$ cat config.mk
export PLATFORM = sky130hd
export DESIGN_NAME = pipe_fetch_decode
export DESIGN_NICKNAME = d
export VERILOG_FILES = /design/src/rtl/pipe_pkg.sv /design/src/rtl/pipe_fetch_decode_hazard.sv /design/src/rtl/pipe_fetch_decode.sv
export SDC_FILE = /design/constraint.sdc
export NUM_CORES = 1
export LEC_CHECK = 0
export CAP_MARGIN = 15
export CELL_PAD_IN_SITES_DETAIL_PLACEMENT = 0
export CELL_PAD_IN_SITES_GLOBAL_PLACEMENT = 1
export CORE_UTILIZATION = 48
export CTS_CLUSTER_DIAMETER = 150
export DETAILED_ROUTE_END_ITERATION = 6
export HOLD_SLACK_MARGIN = 0.05
export PLACE_DENSITY_LB_ADDON = 0.1
export SLEW_MARGIN = 20
export SYNTH_ARGS = -nofsm -noshare
export SYNTH_HDL_FRONTEND = slang
export SYNTH_SLANG_ARGS = --single-unit
$ cat constraint.sdc
create_clock -name clk -period 2.8 [get_ports clk]
set_input_delay 0.42 -clock clk [delete_from_list [all_inputs] [get_ports clk]]
set_output_delay 0.42 -clock clk [all_outputs]
set_load 0.03 [all_outputs]
$ cat src/rtl/pipe_pkg.sv
// Shared definitions for the fetch/decode front end: instruction field
// layout, the HALT opcode and the sequencer state encoding.
package pipe_pkg;

  localparam int unsigned INSTR_W = 24;

  localparam int unsigned FUNC_HI = 23;
  localparam int unsigned FUNC_LO = 20;
  localparam int unsigned RD_HI   = 19;
  localparam int unsigned RD_LO   = 16;
  localparam int unsigned RS1_HI  = 15;
  localparam int unsigned RS1_LO  = 12;
  localparam int unsigned RS2_HI  = 11;
  localparam int unsigned RS2_LO  = 8;
  localparam int unsigned ADDR_HI = 7;
  localparam int unsigned ADDR_LO = 0;

  localparam logic [3:0] FUNC_HALT = 4'd15;

  typedef enum logic [1:0] {
    IDLE,
    RUN,
    HALT
  } state_t;

  // Field order matches the instruction encoding, so a word casts directly.
  typedef struct packed {
    logic [3:0] func;
    logic [3:0] rd;
    logic [3:0] rs1;
    logic [3:0] rs2;
    logic [7:0] addr;
  } instr_t;

  function automatic instr_t decode(input logic [INSTR_W-1:0] word);
    instr_t d;
    d.func = word[FUNC_HI:FUNC_LO];
    d.rd   = word[RD_HI:RD_LO];
    d.rs1  = word[RS1_HI:RS1_LO];
    d.rs2  = word[RS2_HI:RS2_LO];
    d.addr = word[ADDR_HI:ADDR_LO];
    return d;
  endfunction

endpackage

$ cat src/rtl/pipe_fetch_decode_hazard.sv
// RAW hazard detector: remembers the destination registers of the last
// HAZ_DIST output-register advances and flags a candidate whose rs1 or rs2
// matches any valid entry. Bubbles shift in invalid entries so a stalled
// dependency ages out.
module pipe_hazard_unit #(
  parameter int unsigned HAZ_DIST = 2
) (
  input  logic       clk,
  input  logic       rst,
  input  logic       shift,
  input  logic       shift_valid,
  input  logic [3:0] shift_rd,
  input  logic [3:0] rs1,
  input  logic [3:0] rs2,
  output logic       hazard
);

  logic [HAZ_DIST-1:0]      hist_v;
  logic [HAZ_DIST-1:0][3:0] hist_rd;

  // History shift register, newest entry at index 0.
  always_ff @(posedge clk) begin
    if (rst) begin
      hist_v  <= '0;
      hist_rd <= '0;
    end else if (shift) begin
      hist_v[0]  <= shift_valid;
      hist_rd[0] <= shift_rd;
      for (int unsigned i = 1; i < HAZ_DIST; i++) begin
        hist_v[i]  <= hist_v[i-1];
        hist_rd[i] <= hist_rd[i-1];
      end
    end
  end

  // Conservative compare: rs2 is checked whatever the function.
  always_comb begin
    hazard = 1'b0;
    for (int unsigned i = 0; i < HAZ_DIST; i++) begin
      if (hist_v[i] && ((hist_rd[i] == rs1) || (hist_rd[i] == rs2)))
        hazard = 1'b1;
    end
  end

endmodule

$ cat src/rtl/pipe_fetch_decode.sv
// Instruction fetch/decode front end: loadable imem, program counter,
// field split and valid/ready issue toward the operand-read stage; stops
// at the HALT opcode.
// Optional feature macro: HAZARD_STALL_EN (RAW bubble insertion using the
// last HAZ_DIST issued rd values). Undefined by default.
module pipe_fetch_decode
  import pipe_pkg::*;
#(
  parameter int unsigned PC_W     = 4,
  parameter int unsigned INSTR_W  = pipe_pkg::INSTR_W,
  parameter int unsigned HAZ_DIST = 2
) (
  input  logic               clk,
  input  logic               rst,
  input  logic               prog_we,
  input  logic [PC_W-1:0]    prog_addr,
  input  logic [INSTR_W-1:0] prog_data,
  input  logic               start,
  input  logic               out_ready,
  output logic               out_valid,
  output logic [3:0]         rs1,
  output logic [3:0]         rs2,
  output logic [3:0]         rd,
  output logic [3:0]         func,
  output logic [7:0]         addr,
  output logic [PC_W-1:0]    pc,
  output logic               halted,
  output logic [7:0]         issued_cnt
);

  state_t state, state_nxt;

  logic [INSTR_W-1:0] imem [2**PC_W];

  instr_t cand;
  logic   advance;
  logic   is_halt;
  logic   stall;
  logic   do_issue;
  logic   do_bubble;
  logic   do_halt;

  assign cand      = decode(imem[pc]);
  assign advance   = (state == RUN) && (!out_valid || out_ready);
  assign is_halt   = (cand.func == FUNC_HALT);
  assign do_halt   = advance && is_halt;
  assign do_issue  = advance && !is_halt && !stall;
  assign do_bubble = advance && !is_halt && stall;

`ifdef HAZARD_STALL_EN
  pipe_hazard_unit #(
    .HAZ_DIST (HAZ_DIST)
  ) u_hazard (
    .clk         (clk),
    .rst         (rst),
    .shift       (do_issue || do_bubble),
    .shift_valid (do_issue),
    .shift_rd    (cand.rd),
    .rs1         (cand.rs1),
    .rs2         (cand.rs2),
    .hazard      (stall)
  );
`else
  assign stall = 1'b0;
`endif

  // Sequencer state register.
  always_ff @(posedge clk) begin
    if (rst) state <= IDLE;
    else     state <= state_nxt;
  end

  // Next-state decode.
  always_comb begin
    state_nxt = state;
    unique case (state)
      IDLE:    if (start)   state_nxt = RUN;
      RUN:     if (do_halt) state_nxt = HALT;
      HALT:    if (start)   state_nxt = RUN;
      default:              state_nxt = IDLE;
    endcase
  end

  // Instruction memory: loadable only while idle, untouched by reset.
  always_ff @(posedge clk) begin
    if (state == IDLE && prog_we)
      imem[prog_addr] <= prog_data;
  end

  // Program counter, output register, halt flag and accept counter.
  always_ff @(posedge clk) begin
    if (rst) begin
      pc         <= '0;
      out_valid  <= 1'b0;
      rs1        <= '0;
      rs2        <= '0;
      rd         <= '0;
      func       <= '0;
      addr       <= '0;
      halted     <= 1'b0;
      issued_cnt <= '0;
    end else begin
      if (out_valid && out_ready)
        issued_cnt <= issued_cnt + 8'd1;
      if (state == IDLE && start) begin
        pc <= '0;
      end else if (state == HALT && start) begin
        pc     <= '0;
        halted <= 1'b0;
      end else if (do_halt) begin
        out_valid <= 1'b0;
        halted    <= 1'b1;
      end else if (do_bubble) begin
        out_valid <= 1'b0;
      end else if (do_issue) begin
        out_valid <= 1'b1;
        rs1       <= cand.rs1;
        rs2       <= cand.rs2;
        rd        <= cand.rd;
        func      <= cand.func;
        addr      <= cand.addr;
        pc        <= pc + 1'b1;
      end
    end
  end

endmodule

==> flow_metrics.py <==
metrics = {
    "detailed_routing": {
        "finalWirelength_um": 34300,
        "firstDrtPassIters": 5,
        "wl_per_cell_um": 25.8,
        "vias_per_cell": 5.77,
        "route.vias.total": 7676,
        "ant_nets": 0,
        "drtIter0Drc": 711,
        "drc": 0,
    },
    "timing": {
        "fmax_mhz": 386,
        "finalSetupTns_ns": 0,
        "worst_slack_ns": 0.209,
        "finalHoldViolCount": 0,
        "rsz0062_at_grt": "false",
        "post-route-min-period_ns": 2.59,
        "setup_violations": 0,
        "skew_ns": 0.0164,
        "holdWs_ns": 0.343,
        "relSlewSlack_pct": 58.7,
        "drv_slew": 0,
        "finalCritPeriodShare_pct": 92.5,
        "tightest_slew_ns": 0.619,
    },
    "cells_and_area": {
        "nFillCells": 2389,
        "final_cells": 1330,
        "drive_gt1_share_pct": 27.7,
        "final_cell_area_mm2": 0.0192,
        "fin_util_pct": 58.6,
        "layout.nets": 888,
        "area_growth_pct": 19.1,
    },
    "die": {
        "die_y_um": 185,
        "io_pins": 71,
        "start_util_pct": 49.2,
        "dieWidth_um": 185,
        "die-area_mm2": 0.0343,
        "core-area_mm2": 0.0328,
        "rows": 66,
    },
    "yosys": {
        "synth_nets": 766,
        "synth_edf_count": 384,
        "netlist_top_cells_count": "edfxtp_1, mux4_2, dfxtp_1, nor2_1, mux2i_1",
        "synth.area.top_cells": "edfxtp_1, mux4_2, dfxtp_1, mux2i_1, nor2_1",
        "syn-cell-area_mm2": 0.0161,
        "ys_async_sr_fraction_pct": 0,
        "yosysWarnings": 0,
        "ys_types": 37,
        "synth_area_per_cell_um2": 22.1,
        "synth.most_common_cell": "edfxtp_1",
        "synth_ff_type": "edfxtp_1",
        "synth_top_area_cell": "edfxtp_1",
        "syn_inst": 731,
        "yosys_register_bits": 428,
        "synth_top_area_share_pct": 71.5,
        "ys_seq_area_share_pct": 76.9,
    },
    "pwr": {
        "p_leak_nw": 5.95,
        "p_per_area_mw_per_mm2": 704,
        "irDropWorstVdd_v": 0.000486,
        "power_mw": 13.5,
    },
    "placement": {
        "dpl-instance-area_mm2": 0.0178,
        "place_ws_ns": 0.210,
        "io_buffers": 70,
        "dp.cells": 1248,
        "place_congestion": 0.744,
        "hpwl_um": 18700,
    },
    "grt": {
        "grt_overflow": 0,
        "grt_pass1_wl_um": 51000,
        "grt_max_degree": 61,
        "first_global_vias": 7987,
        "grtUsageTotal_pct": 21.0,
        "grt_antenna_before_repair": 1,
    },
    "setup_path": {
        "required_ns": 3.19,
        "crit_slowest_cell": "mux4_2",
        "critPathArrivalTime_ns": 2.98,
        "cp_max_fo": 15,
        "path_cells": "mux4_2 -> a22oi_1 -> nand3_1 -> a41oi_4 -> buf_4 -> xnor2_1 -> nor3_1",
        "ff2ff_setup_slack_ns": 0.21,
        "path_class": "register to register",
        "end_kind": "register",
        "critPathMaxStageDelay_ns": 0.55,
        "critPathLaunchType": "register",
    },
    "clock_network": {
        "post_cts_buffers": 0,
        "cts_tree": "yes",
        "numCtsBuffers": 45,
        "holdBufCountCts": 0,
        "path_clk_slew_ns": 0.06,
        "cts_sinks": 428,
        "cts-root-buf": "clkbuf_16",
        "post_cts_resized": 0,
        "clk_latency_ns": 0.54,
        "cts_buffer_depth": 3,
        "h-tree-depth": 2,
    },
    "run": {
        "maxCapViolCount": 0,
    },
    "status": {
        "outcome": "finished, final reports clean",
    },
    "min_path": {
        "holdCritPathClass": "input port to register",
    },
}
==> flip-flops by register name, summed over array words and instances, names as in the netlist, named ones only <==
signal and count:
addr 8, func 4, halted 1, imem 384
issued_cnt 8, out_valid 1, pc 4, rd 4
rs1 4, rs2 4, state 2
==> final cells by class <==
cell class                 count  area (µm²)  share of cell area (%)
sequential                   428       12400                    64.7
multi-input combinational    264        3610                    18.8
timing repair buffer         110        1220                    6.36
clock buffer                  56        1200                    6.23
tap                          442         553                    2.88
clock inverter                25         193                    1.00
inverter                       4        15.0                  0.0782
antenna                        1        2.50                  0.0130
==> cells by family (layout without fill, tap and decap cells) <==
kind of cell    after synthesis  in the layout  synth area share (%)
other cells                   0              1                     0
simple gates                 97             97                  2.79
mux                         138            138                  17.6
fa+ha+maj                     2              2                 0.155
compound gates               20             20                 0.954
flops                       428            428                  76.9
buf+inv                      39            195                  1.21
xor+xnor                      7              7                 0.380
==> layout by cell type, fill, tap and decap left out, drive strengths merged, types with 3 or more instances in the layout <==
master / n
xor2: 4
buf: 41
mux4: 116
clkdlybuf4s50: 69
clkbuf: 56
inv: 8
xnor2: 3
o21ai: 3
nor2: 44
nor3: 8
nand3: 15
nand2b: 4
nand2: 13
clkinv: 17
o221a: 3
a22oi: 4
dfxtp: 44
mux2i: 22
edfxtp: 384
a21oi: 4
nor2b: 4
==> power breakdown <==
group,switching [mW],total (mW),internal (mW)
Combinational,0.445,0.837,0.392
Clock,2.35,5.57,3.23
Sequential,0.0558,7.11,7.06
==> path summary, 6_finish.rpt <==
| check | from | endpoint | depth (start not counted) |
|---|---|---|---|
| worst max-delay path | register | pc[0]$_SDFFE_PP0N_ | 7 |
| worst min-delay path | rst | func[1]$_SDFFE_PP0P_ | 2 |
| worst max register to register | register | pc[0]$_SDFFE_PP0N_ | 7 |
| worst min register to register | addr[4]$_SDFFE_PP0P_ | addr[4]$_SDFFE_PP0P_ | 2 |
==> per-layer routing <==
layer | global-route usage, % | routed length, µm
met3 | 3.95 | 2110
met5 | 0 | 0
met1 | 29.6 | 14700
met4 | 5.59 | 660
met2 | 33.9 | 16900
==> worst max-delay path, delay by kind of cell, from the launching register on <==
kind / cells / cell delay [ns]
AO/OA/AOI/OAI: 2 / 0.55
buffers and inverters: 1 / 0.27
AND/OR/NAND/NOR: 2 / 0.32
XOR/XNOR: 1 / 0.19
multiplexers: 1 / 0.55
flip-flops: 1 / 0.54
Power figures use the tool's default switching activity.
